<file path="src/rtl/multi_cycle_control_fsm.sv">
// Sequencing controller for the multi-cycle RISC-V core: walks each instruction
// through IF/ID/EX/MEM/WB and drives every datapath select and strobe.
module multi_cycle_control_fsm (
  input  logic       clk,
  input  logic       reset,
  input  logic [6:0] opcode,
  input  logic       mem_ready,
  input  logic       bcond,
  input  logic       halt_cond,
  output logic       pc_write,
  output logic       pc_source,
  output logic       i_or_d,
  output logic       mem_read,
  output logic       mem_write,
  output logic       ir_write,
  output logic [1:0] mem_to_reg,
  output logic       write_enable,
  output logic       alu_src_a,
  output logic [1:0] alu_src_b,
  output logic [1:0] alu_op,
  output logic       is_halted,
  output logic [3:0] state_dbg
);

  localparam logic [6:0] ARITHMETIC     = 7'b0110011;
  localparam logic [6:0] ARITHMETIC_IMM = 7'b0010011;
  localparam logic [6:0] LOAD           = 7'b0000011;
  localparam logic [6:0] STORE          = 7'b0100011;
  localparam logic [6:0] BRANCH         = 7'b1100011;
  localparam logic [6:0] JAL            = 7'b1101111;
  localparam logic [6:0] JALR           = 7'b1100111;
  localparam logic [6:0] ECALL          = 7'b1110011;

  typedef enum logic [3:0] {
    S_IF      = 4'd0,
    S_ID      = 4'd1,
    S_EX_R    = 4'd2,
    S_EX_I    = 4'd3,
    S_EX_ADDR = 4'd4,
    S_MEM_LD  = 4'd5,
    S_WB_LD   = 4'd6,
    S_MEM_ST  = 4'd7,
    S_WB_ALU  = 4'd8,
    S_EX_BR   = 4'd9,
    S_EX_JAL  = 4'd10,
    S_EX_JALR = 4'd11,
    S_JALR_WB = 4'd12,
    S_ECALL   = 4'd13,
    S_PC4     = 4'd14,
    S_HALT    = 4'd15
  } state_t;

  state_t state_q;
  state_t state_d;

  // State register with synchronous reset into fetch.
  always_ff @(posedge clk) begin
    if (reset) begin
      state_q <= S_IF;
    end else begin
      state_q <= state_d;
    end
  end

  // Next-state and control decode; everything is held at 0 while reset is high.
  always_comb begin
    state_d      = state_q;
    pc_write     = 1'b0;
    pc_source    = 1'b0;
    i_or_d       = 1'b0;
    mem_read     = 1'b0;
    mem_write    = 1'b0;
    ir_write     = 1'b0;
    mem_to_reg   = 2'b00;
    write_enable = 1'b0;
    alu_src_a    = 1'b0;
    alu_src_b    = 2'b00;
    alu_op       = 2'b00;
    is_halted    = 1'b0;
    state_dbg    = 4'd0;
    if (reset) begin
      state_d = S_IF;
    end else begin
      state_dbg = state_q;
      case (state_q)
        S_IF: begin
          mem_read = 1'b1;
          ir_write = mem_ready;
          state_d  = mem_ready ? S_ID : S_IF;
        end
        S_ID: begin
          alu_src_b = 2'b10;
          case (opcode)
            ARITHMETIC:     state_d = S_EX_R;
            ARITHMETIC_IMM: state_d = S_EX_I;
            LOAD, STORE:    state_d = S_EX_ADDR;
            BRANCH:         state_d = S_EX_BR;
            JAL:            state_d = S_EX_JAL;
            JALR:           state_d = S_EX_JALR;
            ECALL:          state_d = S_ECALL;
            default:        state_d = S_PC4;
          endcase
        end
        S_EX_R: begin
          alu_src_a = 1'b1;
          alu_op    = 2'b10;
          state_d   = S_WB_ALU;
        end
        S_EX_I: begin
          alu_src_a = 1'b1;
          alu_src_b = 2'b10;
          alu_op    = 2'b01;
          state_d   = S_WB_ALU;
        end
        S_WB_ALU: begin
          write_enable = 1'b1;
          alu_src_b    = 2'b01;
          pc_write     = 1'b1;
          state_d      = S_IF;
        end
        S_EX_ADDR: begin
          alu_src_a = 1'b1;
          alu_src_b = 2'b10;
          state_d   = (opcode == LOAD) ? S_MEM_LD : S_MEM_ST;
        end
        S_MEM_LD: begin
          i_or_d   = 1'b1;
          mem_read = 1'b1;
          state_d  = mem_ready ? S_WB_LD : S_MEM_LD;
        end
        S_WB_LD: begin
          write_enable = 1'b1;
          mem_to_reg   = 2'b01;
          alu_src_b    = 2'b01;
          pc_write     = 1'b1;
          state_d      = S_IF;
        end
        S_MEM_ST: begin
          i_or_d    = 1'b1;
          mem_write = 1'b1;
          if (mem_ready) begin
            alu_src_b = 2'b01;
            pc_write  = 1'b1;
            state_d   = S_IF;
          end else begin
            state_d = S_MEM_ST;
          end
        end
        S_EX_BR: begin
          alu_src_a = 1'b1;
          alu_op    = 2'b11;
          if (bcond) begin
            pc_source = 1'b1;
            pc_write  = 1'b1;
            state_d   = S_IF;
          end else begin
            state_d = S_PC4;
          end
        end
        S_EX_JAL, S_JALR_WB: begin
          // rd gets PC+4 from the live ALU while the PC loads the target from ALUOut.
          alu_src_b    = 2'b01;
          mem_to_reg   = 2'b10;
          write_enable = 1'b1;
          pc_source    = 1'b1;
          pc_write     = 1'b1;
          state_d      = S_IF;
        end
        S_EX_JALR: begin
          alu_src_a = 1'b1;
          alu_src_b = 2'b10;
          state_d   = S_JALR_WB;
        end
        S_ECALL: begin
          if (halt_cond) begin
            state_d = S_HALT;
          end else begin
            alu_src_b = 2'b01;
            pc_write  = 1'b1;
            state_d   = S_IF;
          end
        end
        S_PC4: begin
          alu_src_b = 2'b01;
          pc_write  = 1'b1;
          state_d   = S_IF;
        end
        S_HALT: begin
          is_halted = 1'b1;
          state_d   = S_HALT;
        end
        default: begin
          state_d = S_IF;
        end
      endcase
    end
  end

endmodule

</file>
<file path="config.mk">
export PLATFORM = sky130hd
export DESIGN_NAME = multi_cycle_control_fsm
export DESIGN_NICKNAME = d
export VERILOG_FILES = /design/src/rtl/multi_cycle_control_fsm.sv
export SDC_FILE = /design/constraint.sdc
export NUM_CORES = 1
export LEC_CHECK = 0
export BUFFER_PORTS_ARGS = -buffer_cell sky130_fd_sc_hd__buf_4
export CAP_MARGIN = 20
export CORE_MARGIN = 2
export CORE_UTILIZATION = 45
export CTS_CLUSTER_DIAMETER = 100
export DETAILED_ROUTE_END_ITERATION = 7
export HOLD_SLACK_MARGIN = 0.03
export PLACE_DENSITY = 0.85
export SYNTH_ARGS = -nofsm -noshare
export SYNTH_HDL_FRONTEND = slang
export SYNTH_SLANG_ARGS = --single-unit
</file>
<file path="constraint.sdc">
create_clock -name clk -period 1.5 [get_ports clk]
set_input_delay 0 -clock clk [delete_from_list [all_inputs] [get_ports clk]]
set_output_delay 0 -clock clk [all_outputs]
set_load 0.02 [all_outputs]
</file>
==> flow_metrics.env <==
export IMPL_cts_made_buffers=3
export IMPL_timing_hold_ws_ps=201
export IMPL_syn_inst=103
export IMPL_maxCapViolCount=0
export IMPL_violations="negative setup slack"
export IMPL_power_leakage_nw=0.566
export IMPL_cts_htree_levels=1
export IMPL_fill_cells=49
export IMPL_clockBufferDepth=2
export IMPL_yosysSeqAreaShare_pct=12.1
export IMPL_post_synth_cell_area_avg_um2=6.40
export IMPL_rows=13
export IMPL_boundaryPins=31
export IMPL_ys_types=36
export IMPL_outcome="complete, but fails checks"
export IMPL_min_from="opcode[4]"
export IMPL_dieArea_um2=1790
export IMPL_ant_nets=0
export IMPL_r2r_end="state_q[2]"
export IMPL_worst_slack_ps=-104
export IMPL_timing_final_crit_period_ps=1600
export IMPL_period_share_pct=107
export IMPL_root_buffer="clkbuf_4"
export IMPL_area_growth_pct=87.7
export IMPL_hold_depth=4
export IMPL_worstRegToRegCells=4
export IMPL_postLayoutCoreUtil_pct=92.8
export IMPL_dpl_cell_area_um2=943
export IMPL_num_vias=1108
export IMPL_finalClockSkew_ps=5.56
export IMPL_dp_worst_setup_slack_ps=28.9
export IMPL_clock_latency_ps=240
export IMPL_cts_tree="yes"
export IMPL_tightest_slew_ps=374
export IMPL_grt_pass1_vias=864
export IMPL_chipWidth_um=42.3
export IMPL_wl_per_cell_um=21.7
export IMPL_track_usage_pct=26.4
export IMPL_layout_drive_gt1_share_pct=51.0
export IMPL_rsz0062_at_grt="true"
export IMPL_antenna_cells=0
export IMPL_fmax_mhz=623
export IMPL_synth_flop_cell="dfxtp_1"
export IMPL_cts_sinks=4
export IMPL_dr_wl_met3_um=264
export IMPL_nets=163
export IMPL_io_buffers=30
export IMPL_first_pass_iters=4
export IMPL_tns_ps=-224
export IMPL_core_um2=1330
export IMPL_relSlewSlack_pct=74.7
export IMPL_reg2reg_from="state_q[2]"
export IMPL_critPathKind="flop to flop"
export IMPL_die_h_um=42.3
export IMPL_synth_cell_area_um2=659
export IMPL_synth_nets=115
export IMPL_ff2ff_setup_slack_ps=-100
export IMPL_reg_top3="state_q x4"
export IMPL_ir_drop_mv=0.503
export IMPL_async_reset_ff_share_pct=0
export IMPL_drc=0
export IMPL_arrival_ps=1780
export IMPL_routed_wirelength_um=3570
export IMPL_hpwlAfterDp_um=1690
export IMPL_wl_met1_um=1240
export IMPL_synth_edff_count=0
export IMPL_overflow=0
export IMPL_regMostFlops="state_q"
export IMPL_fin_area_um2=1240
export IMPL_hp_class="primary input to flop"
export IMPL_setup_viol=5
export IMPL_vias_per_cell=6.76
export IMPL_grt_max_degree=15
export IMPL_top_layer="met4"
export IMPL_clk_pin_slew_ps=40
export IMPL_start_kind="flop"
export IMPL_grt_pass1_wl_um=3680
export IMPL_cp_required_ps=1670
export IMPL_drtIter0Drc=45
export IMPL_hold_end="state_q[0]"
export IMPL_crit_path_end_kind="flop"
export IMPL_largest_reg_flops=4
export IMPL_antenna_found_initial=0
export IMPL_critPathMaxFanout=6
export IMPL_hold_violations=0
export IMPL_initial_utilization_pct=49.4
export IMPL_place_congestion=0.855
export IMPL_powerDensity_nw_per_um2=428
export IMPL_route_met2_wl_um=1760
export IMPL_finalMaxSlewViolations=0
export IMPL_yosysWarnings=0
export IMPL_synth_seq_cells=4
-- cells by family after synthesis --
kind of cell	after synthesis	synth area share, %
compound gates	25	24.3
xor+xnor	3	3.99
flops	4	12.1
simple gates	58	49.7
buf+inv	13	9.87
-- repair_timing --
item,4_1_cts,5_1_grt
gates resized for setup,11,34
buffers inserted,2,8
endpoints found under the setup margin,7,9
hold endpoints to repair,0,0
hold buffers,0,0
pin swaps,2,10
-- cell usage after synthesis, types with 2 or more instances --
cell | n | area [µm²]
or2_2 | 2 | 12.5
nand3b_1 | 4 | 30.0
nand2_1 | 6 | 22.5
nor3b_1 | 2 | 15.0
a21oi_1 | 7 | 35.0
nand3_1 | 3 | 15.0
a31oi_1 | 3 | 18.8
inv_1 | 4 | 15.0
clkbuf_1 | 3 | 11.3
nor4b_1 | 2 | 17.5
nand2b_1 | 7 | 43.8
o21ai_0 | 5 | 25.0
dfxtp_1 | 4 | 80.1
xor2_1 | 2 | 17.5
o21a_1 | 3 | 22.5
buf_2 | 3 | 15.0
nor3_1 | 9 | 45.0
nor4_1 | 3 | 18.8
and3_1 | 3 | 18.8
nor2_1 | 12 | 45.0
-- layout by cell type, fill, tap and decap left out, types with 2 or more instances in the layout --
master / netlist / final
a21oi_1: 7 / 6
a31oi_1: 3 / 3
and3_1: 3 / 3
buf_4: 1 / 40
buf_6: 1 / 9
buf_8: 0 / 2
clkbuf_4: 0 / 3
dfxtp_4: 0 / 3
inv_1: 4 / 4
nand2_1: 6 / 5
nand2b_1: 7 / 5
nand2b_4: 0 / 2
nand3_1: 3 / 3
nand3b_1: 4 / 4
nor2_1: 12 / 10
nor3_1: 9 / 8
nor4_2: 0 / 2
o21a_1: 3 / 3
o21ai_0: 5 / 4
o21ai_1: 1 / 2
-- worst max-delay path: stages, from the launching register on --
cell	delay [ps]
dfxtp_4	350
buf_8	140
or4b_4	580
nor3_1	280
o41a_1	190
-- worst max path at each step --
stage                    start          to  slack [ps]  depth (start not counted)
finish              state_q[2]  state_q[2]        -100                          4
global route        state_q[2]  state_q[2]        -150                          4
CTS                 state_q[3]    ir_write         0.2                          5
detailed placement  state_q[0]    pc_write          30                          5
global placement    state_q[3]  state_q[1]          40                          5
floorplan           state_q[1]    mem_read         150                          3
-- layer usage --
layer,vias up,global-route usage [%]
met5,-,0
met4,0,11.9
met3,33,3.88
met2,94,50.5
met1,512,27.9
li1,469,-
-- report_power, final --
group          switching (W)  total [W]  internal, W  leakage, nW
logic               0.000146   0.000277     0.000131        0.516
registers         0.00000749   0.000117     0.000110       0.0352
clock network      0.0000457   0.000135    0.0000895       0.0138
total               0.000199   0.000529     0.000331        0.566
-- metrics by stage --
stage,total power (W),std cells
floorplan,0.000225,103
finish,0.000529,164
global route,0.000548,164
global placement,0.000306,151
CTS,0.000452,156
detailed placement,0.000311,151
-- cell type report --
type / instances / area (µm²) / share of cell area (%)
clock buffers: 3 / 22.5 / 1.82
inverters: 4 / 15.0 / 1.21
multi-input cells: 86 / 637 / 51.5
flip-flops and latches: 4 / 92.6 / 7.48
well taps: 15 / 18.8 / 1.52
repair buffers: 52 / 452 / 36.5
(Power assumes the default switching activity.)
